## src/rtl/score_disp_pkg.sv

```systemverilog
// score_disp_pkg
//   Shared definitions for the score display driver: conversion FSM state
//   encoding, special segment patterns, the BCD digit to segment table and a
//   small elaboration-time helper for the overflow threshold.
//   Segment patterns are active-low, bit 0 = segment a ... bit 6 = segment g.
package score_disp_pkg;

   typedef enum logic [1:0] {
      IDLE    = 2'd0,
      CONVERT = 2'd1,
      DONE    = 2'd2
   } state_t;

   localparam logic [6:0] SEG_BLANK = 7'b1111111;
   localparam logic [6:0] SEG_DASH  = 7'b0111111;

   // Digit-to-pattern table; any code above 9 shows nothing.
   function automatic logic [6:0] digit_to_seg(input logic [3:0] digit);
      logic [6:0] pattern;
      case (digit)
         4'd0:    pattern = 7'b1000000;
         4'd1:    pattern = 7'b1111001;
         4'd2:    pattern = 7'b0100100;
         4'd3:    pattern = 7'b0110000;
         4'd4:    pattern = 7'b0011001;
         4'd5:    pattern = 7'b0010010;
         4'd6:    pattern = 7'b0000010;
         4'd7:    pattern = 7'b1111000;
         4'd8:    pattern = 7'b0000000;
         4'd9:    pattern = 7'b0010000;
         default: pattern = SEG_BLANK;
      endcase
      return pattern;
   endfunction

   // 10^n, used at elaboration for the overflow threshold.
   function automatic logic [63:0] pow10(input int n);
      logic [63:0] r;
      r = 64'd1;
      for (int i = 0; i < n; i++) begin
         r = r * 64'd10;
      end
      return r;
   endfunction

endpackage

```

## src/rtl/seg7_decode.sv

```systemverilog
// seg7_decode
//   Combinational decoder for one seven-segment digit.
//   Ports:
//     digit  in   4  BCD digit to show
//     blank  in   1  show nothing (leading-zero suppression)
//     dash   in   1  show a dash; wins over blank and digit
//     seg_n  out  7  active-low segments, bit 0 = a ... bit 6 = g
module seg7_decode
   import score_disp_pkg::*;
(
   input  logic [3:0] digit,
   input  logic       blank,
   input  logic       dash,
   output logic [6:0] seg_n
);

   always_comb begin
      seg_n = SEG_BLANK;
      if (dash) begin
         seg_n = SEG_DASH;
      end else if (!blank) begin
         seg_n = digit_to_seg(digit);
      end
   end

endmodule

```

## src/rtl/score_display_driver.sv

```systemverilog
// score_display_driver
//   Accepts a binary score, converts it to BCD with a sequential double
//   dabble (one input bit per clock) and drives a multiplexed common-anode
//   seven-segment display with leading-zero blanking, overflow dashes and an
//   optional whole-display blink.
//   Ports:
//     clk, rst            clock; asynchronous active-high reset
//     bin_in, in_valid    value to show and its valid strobe
//     in_ready            high while idle (transfer = in_valid & in_ready)
//     blank_lz, blink_en  display options, live (no conversion needed)
//     conv_done           one-cycle pulse when bcd_out/overflow update
//     overflow            last accepted value >= 10^NUM_DIGITS
//     bcd_out             displayed digits, ones in [3:0]
//     an_n, seg_n         registered active-low anode select / segments
module score_display_driver
   import score_disp_pkg::*;
#(
   parameter int NUM_DIGITS = 3,
   parameter int BIN_W      = 10,
   parameter int SCAN_DIV   = 50000,
   parameter int BLINK_DIV  = 64
) (
   input  logic                    clk,
   input  logic                    rst,
   input  logic [BIN_W-1:0]        bin_in,
   input  logic                    in_valid,
   output logic                    in_ready,
   input  logic                    blank_lz,
   input  logic                    blink_en,
   output logic                    conv_done,
   output logic                    overflow,
   output logic [4*NUM_DIGITS-1:0] bcd_out,
   output logic [NUM_DIGITS-1:0]   an_n,
   output logic [6:0]              seg_n
);

   localparam int          BCD_W     = 4 * NUM_DIGITS;
   localparam int          CNT_W     = $clog2(BIN_W + 1);
   localparam int          IDX_W     = (NUM_DIGITS > 1) ? $clog2(NUM_DIGITS) : 1;
   localparam int          PRE_W     = $clog2(SCAN_DIV);
   localparam int          FRM_W     = (BLINK_DIV > 1) ? $clog2(BLINK_DIV) : 1;
   localparam logic [63:0] OVF_LIMIT = pow10(NUM_DIGITS);

   state_t             state_reg, state_next;
   logic               transfer, last_step;
   logic [BIN_W-1:0]   shift_reg;
   logic [BCD_W-1:0]   scratch_reg, scratch_adj, scratch_next, bcd_reg;
   logic [CNT_W-1:0]   bit_cnt_reg;
   logic               ovf_pend_reg, overflow_reg, conv_done_reg;
   logic               ovf_in;

   logic [PRE_W-1:0]   pre_reg;
   logic [IDX_W-1:0]   idx_reg;
   logic [FRM_W-1:0]   frm_reg;
   logic               phase_on_reg, show;
   logic               scan_tick, last_idx, frame_wrap;
   logic [3:0]         digit_arr [NUM_DIGITS];
   logic [NUM_DIGITS-1:0] lead_blank;
   logic               zero_run;
   logic [6:0]         seg_dec;
   logic [NUM_DIGITS-1:0] an_n_reg;
   logic [6:0]         seg_n_reg;

   // ---------------- conversion FSM ----------------
   always_ff @(posedge clk or posedge rst) begin
      if (rst) state_reg <= IDLE;
      else     state_reg <= state_next;
   end

   always_comb begin
      state_next = state_reg;
      in_ready   = 1'b0;
      transfer   = 1'b0;
      last_step  = 1'b0;
      case (state_reg)
         IDLE: begin
            in_ready = 1'b1;
            if (in_valid) begin
               transfer   = 1'b1;
               state_next = CONVERT;
            end
         end
         CONVERT: begin
            if (bit_cnt_reg == CNT_W'(BIN_W - 1)) begin
               last_step  = 1'b1;
               state_next = DONE;
            end
         end
         DONE:    state_next = IDLE;
         default: state_next = IDLE;
      endcase
   end

   assign ovf_in = (64'(bin_in) >= OVF_LIMIT);

   // Double dabble: add 3 to every nibble >= 5, then shift in the next bit.
   genvar gi;
   generate
      for (gi = 0; gi < NUM_DIGITS; gi++) begin : g_digit
         logic [3:0] nib;
         assign nib                   = scratch_reg[4*gi +: 4];
         assign scratch_adj[4*gi +: 4] = (nib >= 4'd5) ? nib + 4'd3 : nib;
         assign digit_arr[gi]         = bcd_reg[4*gi +: 4];
      end
   endgenerate

   assign scratch_next = {scratch_adj[BCD_W-2:0], shift_reg[BIN_W-1]};

   // bcd_out is loaded on the final shift so it is visible together with
   // the conv_done pulse during DONE; it holds its old value while converting.
   always_ff @(posedge clk or posedge rst) begin
      if (rst) begin
         shift_reg     <= '0;
         scratch_reg   <= '0;
         bit_cnt_reg   <= '0;
         ovf_pend_reg  <= 1'b0;
         bcd_reg       <= '0;
         overflow_reg  <= 1'b0;
         conv_done_reg <= 1'b0;
      end else begin
         conv_done_reg <= last_step;
         if (transfer) begin
            shift_reg    <= bin_in;
            scratch_reg  <= '0;
            bit_cnt_reg  <= '0;
            ovf_pend_reg <= ovf_in;
         end else if (state_reg == CONVERT) begin
            shift_reg   <= shift_reg << 1;
            scratch_reg <= scratch_next;
            bit_cnt_reg <= bit_cnt_reg + CNT_W'(1);
         end
         if (last_step) begin
            bcd_reg      <= scratch_next;
            overflow_reg <= ovf_pend_reg;
         end
      end
   end

   // ---------------- display scan ----------------
   assign scan_tick  = (pre_reg == PRE_W'(SCAN_DIV - 1));
   assign last_idx   = (idx_reg == IDX_W'(NUM_DIGITS - 1));
   assign frame_wrap = scan_tick && last_idx;
   // Disabling blink shows the display on the very next output update,
   // not one clock later via the phase register.
   assign show       = phase_on_reg || !blink_en;

   // Blank every digit above the most significant nonzero one; the ones
   // digit is never blanked so a zero score still reads "0".
   always_comb begin
      lead_blank = '0;
      zero_run   = 1'b1;
      for (int i = NUM_DIGITS - 1; i >= 1; i--) begin
         zero_run      = zero_run && (digit_arr[i] == 4'd0);
         lead_blank[i] = zero_run && blank_lz;
      end
   end

   seg7_decode u_seg7_decode (
      .digit (digit_arr[idx_reg]),
      .blank (lead_blank[idx_reg]),
      .dash  (overflow_reg),
      .seg_n (seg_dec)
   );

   always_ff @(posedge clk or posedge rst) begin
      if (rst) begin
         pre_reg      <= '0;
         idx_reg      <= '0;
         frm_reg      <= '0;
         phase_on_reg <= 1'b1;
         an_n_reg     <= '1;
         seg_n_reg    <= SEG_BLANK;
      end else begin
         pre_reg <= scan_tick ? '0 : pre_reg + PRE_W'(1);
         if (scan_tick) begin
            idx_reg <= last_idx ? '0 : idx_reg + IDX_W'(1);
         end
         if (!blink_en) begin
            frm_reg      <= '0;
            phase_on_reg <= 1'b1;
         end else if (frame_wrap) begin
            if (frm_reg == FRM_W'(BLINK_DIV - 1)) begin
               frm_reg      <= '0;
               phase_on_reg <= !phase_on_reg;
            end else begin
               frm_reg <= frm_reg + FRM_W'(1);
            end
         end
         an_n_reg  <= show ? ~(NUM_DIGITS'(1) << idx_reg) : '1;
         seg_n_reg <= show ? seg_dec : SEG_BLANK;
      end
   end

   assign conv_done = conv_done_reg;
   assign overflow  = overflow_reg;
   assign bcd_out   = bcd_reg;
   assign an_n      = an_n_reg;
   assign seg_n     = seg_n_reg;

endmodule

```

## config.mk

```make
export PLATFORM = sky130hd
export DESIGN_NAME = score_display_driver
export DESIGN_NICKNAME = d
export VERILOG_FILES = /design/src/rtl/score_disp_pkg.sv /design/src/rtl/seg7_decode.sv /design/src/rtl/score_display_driver.sv
export SDC_FILE = /design/constraint.sdc
export NUM_CORES = 1
export LEC_CHECK = 0
export ABC_CLOCK_PERIOD_IN_PS = 3100
export CORE_MARGIN = 2
export CORE_UTILIZATION = 55
export CTS_CLUSTER_DIAMETER = 50
export CTS_CLUSTER_SIZE = 20
export DETAILED_ROUTE_END_ITERATION = 10
export GPL_TIMING_DRIVEN = 0
export PLACE_DENSITY = 0.85
export SETUP_SLACK_MARGIN = 0.4
export SKIP_LAST_GASP = 1
export SLEW_MARGIN = 5
export SYNTH_ARGS = -nofsm -noshare
export SYNTH_HDL_FRONTEND = slang
export SYNTH_HIERARCHICAL = 1
export SYNTH_SLANG_ARGS = --single-unit
```

## constraint.sdc

```tcl
create_clock -name clk -period 3.1 [get_ports clk]
set_clock_uncertainty 0.1 [all_clocks]
set_input_delay 0.775 -clock clk [delete_from_list [all_inputs] [get_ports clk]]
set_output_delay 0.775 -clock clk [all_outputs]
set_load 0.01 [all_outputs]
```

==> flow_metrics.py <==
metrics = {
    "status": {
        "outcome": "finished, final reports clean",
    },
    "route": {
        "via_count": 3114,
        "route.detailed.drc": 0,
        "avgViaCountPerCell": 5.65,
        "routed_wl_mm": 8.12,
        "wl_per_cell_um": 14.7,
        "drt-pass1-iter-count": 4,
        "drtAntennaViolNets": 0,
        "drt_iter0_markers": 180,
    },
    "pwr": {
        "ir_worst_vdd_uv": 463,
        "power.leakage_uw": 0.00201,
        "power_density_nw_per_um2": 866,
    },
    "clock_tree": {
        "clock-root-buffer": "clkbuf_8",
        "cts_sinks": 78,
        "cts_max_level": 3,
        "clk_path_buf_depth": 2,
        "ctsResizeCount": 0,
        "cts_tree": "yes",
        "path_clk_slew_ns": 0.09,
        "clk_latency_ns": 0.35,
        "cts_setup_buffers": 0,
        "numCtsBuffers": 9,
        "hold_buffers": 0,
    },
    "min_path": {
        "hp-start": "shift_reg[3]$_DFFE_PP0P_",
        "whs_endpoint": "shift_reg[3]$_DFFE_PP0P_",
        "hold_path.class": "reg -> reg",
        "whs_path_depth": 2,
    },
    "timing": {
        "slew_headroom_pct": 41.2,
        "slew_viol_final": 0,
        "finalCritPeriodShare_pct": 76.4,
        "timing.hold.ws_ns": 0.384,
        "worstMarginPinSlew_ns": 0.875,
        "tns_ns": 0,
        "rsz0062_at_grt": "no",
        "setup_viol": 0,
        "finalHoldViolations": 0,
        "finalCriticalPeriod_ns": 2.37,
        "fmax_mhz": 422,
    },
    "cells_and_area": {
        "antenna_cells": 0,
        "mostFrequentLayoutCells": "nand2_1, dfrtp_1, clkdlybuf4s50_1",
        "final_common_cell": "nand2_1",
        "largest_reg_flops": 16,
        "drive_gt1_share_pct": 9.23,
        "area_growth_pct": 20.5,
        "final_nets": 480,
    },
    "setup_path": {
        "r2r_end": "frm_reg[3]$_DFFE_PP0P_",
        "crit_required_ns": 2.22,
        "slowest_delay_ns": 0.56,
        "worstReg2RegStart": "pre_reg[4]$_DFF_PP0_",
        "path_class": "reg -> out",
        "arrival_ns": 1.49,
        "worst-path-max-fanout": 4,
        "endpoint_kind": "primary output",
        "worstRegToRegCells": 5,
        "crit_path_start_kind": "flop",
        "crit_slowest_cell": "clkdlybuf4s50_1",
        "r2r_slack_ns": 0.74,
        "crit_chain": "nor2_1 -> clkdlybuf4s50_1",
    },
    "yosys": {
        "synthCells": 398,
        "synthFlopType": "dfrtp_1",
        "synth_area_sq_um": 3870,
        "ys_seq_area_share_pct": 50.8,
        "synth_area_per_cell_sq_um": 9.72,
        "ys_ff_latch": 78,
        "netlist.area_leader.share_pct": 43.4,
        "synth.net_count": 428,
        "synth_enable_flop_cells": 0,
        "synth-async-reset-ratio_pct": 100,
        "synth_largest_area_cell": "dfrtp_1",
        "yosysWarningCount": 6,
        "ys_types": 46,
        "synth.area.top_cells": "dfrtp_1, dfstp_2, nand2_1",
    },
    "floorplan": {
        "row_count": 30,
        "io_pins": 40,
        "initial_core_util_pct": 56.9,
        "die_area_sq_um": 7720,
        "die_height_um": 87.9,
        "core_area_sq_um": 6790,
        "die_w_um": 87.9,
    },
    "global_route": {
        "grt_max_degree": 38,
        "grt_pass1_vias": 2925,
        "grt_pass1_wl_mm": 13.8,
        "antenna_found_initial": 0,
        "overflow": 0,
        "grt.total_usage_pct": 23.0,
    },
    "place": {
        "io_buffers": 39,
        "dp_hpwl_mm": 5.72,
        "gp_congestion": 0.837,
    },
    "flow_run": {
        "cap_violations": 0,
    },
}
## cell type report
| class | count | area [sq um] |
|---|---|---|
| Timing Repair Buffer | 41 | 430 |
| Buffer | 16 | 71.3 |
| Fill cell | 481 | 2130 |
| Sequential cell | 78 | 1970 |
| Clock buffer | 12 | 145 |
| Inverter | 16 | 63.8 |
| Clock inverter | 4 | 95.1 |
| Tap cell | 96 | 120 |
| Multi-Input combinational cell | 288 | 1770 |
## worst max path at each step
stage	start	to	slack, ns
after global placement	rst	bcd_out[11]$_DFFE_PP0P_	0.49
after global routing	idx_reg[1]$_DFFE_PP0N_	seg_n[3]$_DFF_PP1_	0.54
after CTS	state_reg[1]$_DFFE_PP0P_	in_ready	0.72
final	state_reg[1]$_DFFE_PP0P_	in_ready	0.73
after detailed placement	in_valid	bit_cnt_reg[0]$_DFFE_PP0P_	0.47
after floorplan	pre_reg[4]$_DFF_PP0_	frm_reg[4]$_DFFE_PP0P_	0.95
## report_power, final
group	switching [uW]	total [uW]	internal (uW)
sequential	239	1580	1340
clock	376	933	557
combinational	806	1530	721
total	1420	4040	2620
## cells in the mapped netlist, drive strengths merged (4+ instances only)
| cell type | count |
|---|---|
| nand4 | 5 |
| o31ai | 6 |
| a21oi | 12 |
| inv | 15 |
| dfstp | 11 |
| nor2b | 4 |
| nand2 | 69 |
| buf | 4 |
| xor2 | 6 |
| o21ai | 39 |
| o22ai | 4 |
| clkbuf | 12 |
| nand3 | 19 |
| nor2 | 16 |
| xnor2 | 10 |
| mux2i | 7 |
| ha | 15 |
| nand2b | 14 |
| or4 | 4 |
| nor3 | 10 |
| a22oi | 9 |
| a31oi | 5 |
| dfrtp | 67 |
| nor4 | 4 |
| mux2 | 4 |
| and3 | 6 |
## worst max-delay path, delay by kind of cell (launching register included)
kind,cells,cell delay [ns]
buffers and inverters,1,0.56
DFF,1,0.41
and+or+nand+nor,1,0.16
## per-layer routing
metal | track usage, % | wire (um)
met5 | 0 | 0
met4 | 9.09 | 191
met3 | 4.81 | 368
met2 | 37.4 | 3960
met1 | 30.4 | 3600
## logic make-up (layout without fill, tap and decap cells)
logic type | count (synthesis) | count (layout) | share of synthesized area, %
buffers and inverters | 32 | 89 | 3.40
AOI/OAI and AO/OA | 80 | 80 | 12.1
adders and majority gates | 15 | 15 | 4.85
and+or+nand+nor | 166 | 166 | 22.2
muxes | 11 | 11 | 2.98
xor gates and xnor gates | 16 | 16 | 3.62
DFF | 78 | 78 | 50.8
## through the flow
stage | std cells | total power [uW] | setup WS, ns | util [%] | area (sq um)
2_1_floorplan | 398 | 2530 | 0.946 | - | 3870
3_3_place_gp | 533 | 3010 | 0.493 | 64.5 | 4380
3_5_place_dp | 535 | 3100 | 0.467 | 65.1 | 4420
4_1_cts | 551 | 4040 | 0.721 | 68.6 | 4660
5_1_grt | 551 | 4310 | 0.540 | 68.6 | 4660
6_report | 551 | 4040 | 0.731 | 68.6 | 4660
No activity file was read; power rests on OpenSTA's default activity.
